File: config.mk
export PLATFORM = sky130hd
export DESIGN_NAME = cheri_tsmap_arbiter
export DESIGN_NICKNAME = d
export VERILOG_FILES = /design/src/rtl/cheri_tsmap_arbiter.sv
export SDC_FILE = /design/constraint.sdc
export NUM_CORES = 1
export LEC_CHECK = 0
export CAP_MARGIN = 20
export CORE_MARGIN = 1.5
export CORE_UTILIZATION = 27
export DETAILED_ROUTE_END_ITERATION = 7
export PLACE_DENSITY = 0.83
export SLEW_MARGIN = 10
export SYNTH_ARGS = -nofsm -noshare
export SYNTH_HDL_FRONTEND = slang
export SYNTH_SLANG_ARGS = --single-unit
export TNS_END_PERCENT = 5
File: constraint.sdc
create_clock -name clk_i -period 2.3 [get_ports clk_i]
set_input_delay 0.23 -clock clk_i [delete_from_list [all_inputs] [get_ports clk_i]]
set_output_delay 0.23 -clock clk_i [all_outputs]
set_load 0.05 [all_outputs]
File: src/rtl/cheri_tsmap_arbiter.sv
// rtl/cheri_tsmap_arbiter.sv - TS map SRAM read-port arbiter (core lookup vs background sweep)
// Grants one read per cycle with zero-cycle arbitration. Core wins contention
// until it has won MaxCoreStreak contended grants in a row, then the sweep
// engine is forced one grant. Read data returns one cycle after the grant and
// is steered only to the owner of that grant.
module cheri_tsmap_arbiter #(
  parameter int AddrW         = 16,
  parameter int DataW         = 32,
  parameter int MaxCoreStreak = 4
) (
  input  logic             clk_i,
  input  logic             rst_i,
  input  logic             core_req_i,
  input  logic [AddrW-1:0] core_addr_i,
  output logic             core_gnt_o,
  output logic             core_rvalid_o,
  output logic [DataW-1:0] core_rdata_o,
  input  logic             bg_req_i,
  input  logic [AddrW-1:0] bg_addr_i,
  output logic             bg_gnt_o,
  output logic             bg_rvalid_o,
  output logic [DataW-1:0] bg_rdata_o,
  output logic             tsmap_cs_o,
  output logic [AddrW-1:0] tsmap_addr_o,
  input  logic [DataW-1:0] tsmap_rdata_i,
  output logic [7:0]       bg_starve_cnt_o
);

  localparam logic [3:0] StreakMax = 4'(MaxCoreStreak);

  logic [3:0] streak_q, streak_d;
  logic [7:0] starve_q, starve_d;
  logic       rsp_vld_q, rsp_own_q;
  logic       streak_hit, core_gnt, bg_gnt, forced_bg;

  // Grant decision: bg wins if alone or if the core streak has hit its limit.
  // Grants are suppressed while reset is asserted.
  always_comb begin
    streak_hit = (streak_q == StreakMax);
    bg_gnt     = ~rst_i & bg_req_i & (~core_req_i | streak_hit);
    core_gnt   = ~rst_i & core_req_i & ~bg_gnt;
    forced_bg  = bg_gnt & core_req_i;
  end

  // SRAM port drive: address of the granted requester, zero when idle.
  always_comb begin
    tsmap_cs_o = core_gnt | bg_gnt;
    if (core_gnt) begin
      tsmap_addr_o = core_addr_i;
    end else if (bg_gnt) begin
      tsmap_addr_o = bg_addr_i;
    end else begin
      tsmap_addr_o = '0;
    end
  end

  // Next-state for the contended-core streak and the forced-grant counter.
  always_comb begin
    streak_d = 4'd0;
    if (core_gnt && bg_req_i) begin
      streak_d = streak_hit ? streak_q : streak_q + 4'd1;
    end
    starve_d = starve_q;
    if (forced_bg && (starve_q != 8'hFF)) begin
      starve_d = starve_q + 8'd1;
    end
  end

  // State registers; reset drops any in-flight response.
  always_ff @(posedge clk_i or posedge rst_i) begin
    if (rst_i) begin
      streak_q  <= 4'd0;
      starve_q  <= 8'd0;
      rsp_vld_q <= 1'b0;
      rsp_own_q <= 1'b0;
    end else begin
      streak_q  <= streak_d;
      starve_q  <= starve_d;
      rsp_vld_q <= tsmap_cs_o;
      rsp_own_q <= bg_gnt;
    end
  end

  // Response steering: data only reaches the owner of last cycle's grant.
  always_comb begin
    core_gnt_o      = core_gnt;
    bg_gnt_o        = bg_gnt;
    core_rvalid_o   = rsp_vld_q & ~rsp_own_q;
    bg_rvalid_o     = rsp_vld_q & rsp_own_q;
    core_rdata_o    = core_rvalid_o ? tsmap_rdata_i : '0;
    bg_rdata_o      = bg_rvalid_o ? tsmap_rdata_i : '0;
    bg_starve_cnt_o = starve_q;
  end

endmodule

**Word level (Yosys, flattened, before mapping)**

Cells that the tools add are included.

- Register bits after elaboration: 14
- Bits of input ports: 68
- Output and inout bits: 93
- Logic and storage cells: 30

- Add/sub/neg operators: 2
- Equality and inequality tests: 3
- Multiplexer cells: 6
- Bitwise operators: 13
- Reduce and logical (&&, ||, !) cells: 2

Operators by type and width:

| cell | count |
|---|---|
| 32-bit two-way mux | 2 |
| 16-bit two-way mux | 2 |
| 8-bit by 1-bit adder with 8-bit output (second input constant) | 1 |
| 4-bit two-way mux | 2 |
| 8-bit inequality test (second input constant) | 1 |
| 1-bit AND | 7 |
| 4-bit by 1-bit adder with 4-bit output (second input constant) | 1 |
| 4-bit by 3-bit == test with 1-bit output (second input constant) | 1 |
| 1-bit NOT | 4 |
| 1-bit logical AND | 2 |
| 2-bit inequality test (second input constant) | 1 |
| 1-bit bitwise OR | 2 |

**Logic depth before layout (Yosys ltp)**

- Word-level depth: 7
- Depth in mapped cells: 7
- Depth with buffers taken out: 6

**Worst setup path before layout**

No wires, ideal clock.

- Kind: register -> output
- From: reg streak_q[0]
- To: out tsmap_addr_o[10]
- Arrival: 1.808 ns
- Required time: 2.070 ns
- Path slack: 0.262 ns
- Stages on the path, launching flop included: 7
- Buffers on the path: 1
- Path through: dfrtp_1 -> inv_1 -> ha_1 -> nand3b_4 -> a211oi_4 -> buf_6 -> a22o_1

- Cells in the longest elaborated chain, start to end: 6
- Elaborated cells on any way between the ends: 7
- Those cells by class: 1 x eq/ne; 2 x mux; 4 x bitwise

Ends and longest elaborated chain:

| item | line | text |
|---|---|---|
| start, declared | 31 | `logic [3:0] streak_q, streak_d;` |
| start signal, assigned | 77 | `streak_q <= streak_d;` |
| 4-bit by 3-bit == test with 1-bit output (*) | 39 | `streak_hit = (streak_q == StreakMax);` |
| 1-bit bitwise OR (*) | 40 | `bg_gnt = ~rst_i & bg_req_i & (~core_req_i \| streak_hit);` |
| 1-bit AND (*) | 40 |  |
| net bg_gnt_o | 20 | `output logic bg_gnt_o,` |
| 1-bit NOT | 41 | `core_gnt = ~rst_i & core_req_i & ~bg_gnt;` |
| 1-bit AND | 41 |  |
| 16-bit two-way mux (*) | 48 | `if (core_gnt) begin` |
| end, declared | 24 | `output logic [AddrW-1:0] tsmap_addr_o,` |

Mark *: on every way through the listed nets, which the timed path passes. The rest lies on a longest branch.

**Worst setup path after layout**

- From: reg streak_q[0]
- To: out tsmap_addr_o[7]

- Cells in the longest elaborated chain, start to end: 6
- Elaborated cells on any way between the ends: 7
- Those cells by class: 1 x eq/ne; 2 x mux; 4 x bitwise

Ends and longest elaborated chain:

| item | line |
|---|---|
| 4-bit by 3-bit == test with 1-bit output (*) | 39 |
| 1-bit bitwise OR (*) | 40 |
| 1-bit AND (*) | 40 |
| 1-bit NOT | 41 |
| 1-bit AND | 41 |
| 16-bit two-way mux (*) | 48 |

Every way passes the cells marked *; elsewhere a longest branch is shown, timed or not.

==> results.json <==
{
  "min_period_ns": 2.19,
  "setup_viol": 0,
  "cts_root_buf": "clkbuf_8",
  "synth_top_family_by_area": "simple AND/OR/NAND/NOR gates",
  "postCtsHoldBufs": 0,
  "drtIter0Drc": 43,
  "postCtsSetupBuffers": 0,
  "yosys.area_share.adder_pct": 2.83,
  "die_x_um": 73.1,
  "wl_per_cell_um": 15.0,
  "hold_viol_final": 0,
  "cts_buffers": 3,
  "die_h_um": 73.1,
  "rsz0062_at_grt": "false",
  "num-fill-cells": 329,
  "drc": 0,
  "crit_chain": "inv_1 > ha_1 > nand3b_4 > o211a_2 > a22o_1 > buf_12",
  "cpMaxStageDelayCell": "dfrtp_1",
  "synth-simple-area-share_pct": 42.3,
  "outcome": "finished clean",
  "wl_um": 5710,
  "fmax_mhz": 457,
  "h-tree-depth": 1,
  "hold_slack_ns": 0.449,
  "instances_no_fill": 382,
  "ir_drop_uv": 321,
  "io_pins": 161,
  "grt_pass1_vias": 1717,
  "die_area_mm2": 0.00534,
  "cap_viol_max_count": 0,
  "routabilityCongestion": 0.812,
  "cellPowerDensity_mw_per_mm2": 328,
  "antenna_found_initial": 0,
  "synth_compound_area_share_pct": 14.8,
  "worstPathArrival_ns": 1.96,
  "synth_seq_cells": 14,
  "antenna_cells": 0,
  "ys_seq_area_share_pct": 26.4,
  "min_period_over_period_pct": 95.1,
  "rows": 25,
  "netlist_instances": 159,
  "grt_first_pass_wirelength_um": 8510,
  "hp-class": "in -> async",
  "final_common_cell": "clkdlybuf4s50_1",
  "clock_skew_ns": 0.00194,
  "placed_cell_area_mm2": 0.00341,
  "stdcell_area_mm2": 0.00345,
  "synth.area.mux_share_pct": 3.21,
  "vias": 1784,
  "worstSetupEndpointType": "output pin",
  "power.total_w": 0.00113,
  "syn_to_final_growth_pct": 160,
  "syn_nets": 230,
  "crit_path_max_fanout": 17,
  "cts.clk_slew.worst_paths_ns": 0.06,
  "vias_per_cell": 4.67,
  "numClockSinks": 14,
  "relSlewSlack_pct": 66.6,
  "track_usage_pct": 20.2,
  "first_pass_iters": 4,
  "insertion_delay_ns": 0.24,
  "cp-start-kind": "flip-flop",
  "fin_nets": 388,
  "tightestPinTransition_ns": 0.500,
  "grt_overflow_total": 0,
  "crit_type": "reg -> out",
  "grt_max_degree": 34,
  "yosysWarnings": 0,
  "synth_area_mm2": 0.00133,
  "final_cell_mix": "clkdlybuf4s50_1 (75), buf_12 (51), buf_4 (38), and2_1 (33), and3_1 (33)",
  "cp.required_ns": 2.07,
  "initial_core_util_pct": 28.1,
  "portBuffers": 160,
  "power_leakage_nw": 1.63,
  "max_stage_delay_ns": 0.42,
  "core_area_mm2": 0.00472,
  "tns_ns": 0,
  "final_antenna_net_count": 0,
  "drive_gt1_share_pct": 31.1,
  "slew_viol_final": 0,
  "synth_cell_types": 29,
  "cts_tree": "built",
  "dp.cells": 379,
  "synth_xor_xnor_area_share_pct": 3.31,
  "clockBufferDepth": 2,
  "dp_hpwl_um": 4850,
  "avgSynthCellArea_um2": 8.33
}
==> metrics by stage <==
step,utilization [%],setup slack (ns)
final,73.1,0.112
after global routing,73.1,0.0328
after CTS,73.0,0.0653
after detailed placement,72.1,0.225
after global placement,72.1,0.308
after floorplan,-,0.262
==> area by class of cell <==
class	instances	area (um2)	share of cell area, %
timing repair buffer	165	2070	59.9
multi-input combinational	126	881	25.5
sequential	14	350	10.2
tap	67	83.8	2.43
clock buffer	3	41.3	1.20
inverter	7	26.3	0.761
==> power by group <==
group / internal (W) / total (W) / switching (W)
logic: 0.000339 / 0.000680 / 0.000342
registers: 0.000250 / 0.000253 / 0.00000310
clock network: 0.000116 / 0.000199 / 0.0000829
total: 0.000704 / 0.00113 / 0.000428
==> worst paths after layout <==
check,to,slack [ns],startpoint,cells past startpoint
max reg2reg,bg_starve_cnt_o[5]$_DFFE_PP0P_,0.64,streak_q[0]$_DFFE_PP0P_,6
min reg2reg,streak_q[0]$_DFFE_PP0P_,0.53,streak_q[0]$_DFFE_PP0P_,1
max,tsmap_addr_o[7],0.11,streak_q[0]$_DFFE_PP0P_,6
min in group clk_i,streak_q[0]$_DFFE_PP0P_,0.53,streak_q[0]$_DFFE_PP0P_,1
min,rsp_own_q$_DFF_PP0_,0.45,rst_i,3
max in group asynchronous,streak_q[0]$_DFFE_PP0P_,1.68,rst_i,3
==> worst max-delay path: cells and delay by family, from the launching register on <==
family          cells  cell delay, ns
compound gates      2            0.72
flops               1            0.42
buf+inv             2            0.24
fa+ha+maj           1            0.19
simple gates        1            0.13
==> per-layer routing <==
layer / track usage [%] / wire [um] / part of all wire [%]
met4: 5.45 / 115 / 2.0
met2: 39.1 / 3210 / 56
met5: 0 / 0 / 0
met3: 3.04 / 399 / 7.0
met1: 22.7 / 1990 / 35
==> cell families (layout without fill, tap and decap cells) <==
logic type,after synthesis,in the layout
flip-flops,14,14
XOR/XNOR,5,5
buffers and inverters,19,175
multiplexers,4,4
adder cells (fa/ha/maj),3,3
AO/OA/AOI/OAI,22,22
AND/OR/NAND/NOR,92,92
==> flip-flops by register name, summed over array words and instances (netlist names) <==
name             cells
bg_starve_cnt_o      8
rsp_vld_q            1
streak_q             4
rsp_own_q            1
==> what timing repair did <==
item,CTS,global route
pin swaps,0,0
endpoints found under the setup margin,2,8
resized for setup,1,1
==> synth_stat cells <==
library cell,instances,share of area [%]
and2_1,33,16
and3_1,33,16
a22o_1,16,11
dfrtp_1,14,26
clkbuf_1,9,2.5
nor2_1,8,2.3
inv_1,7,2.0
nand3_1,7,2.6
xnor2_1,4,2.6
buf_6,3,2.5
ha_1,3,2.8
nand2_1,3,0.85
mux2i_1,2,1.5
nand4_1,2,0.94
a211oi_4,1,1.5
a21oi_1,1,0.38
a41oi_1,1,0.66
and4_1,1,0.66
mux2_1,1,0.85
mux2_2,1,0.85
nand2b_1,1,0.47
nand3b_1,1,0.57
nand3b_4,1,1.5
nor2b_1,1,0.47
nor3_2,1,0.76
o211a_1,1,0.76
o21a_1,1,0.57
o21ai_0,1,0.38
xor2_1,1,0.66
(Power assumes the default switching activity.)
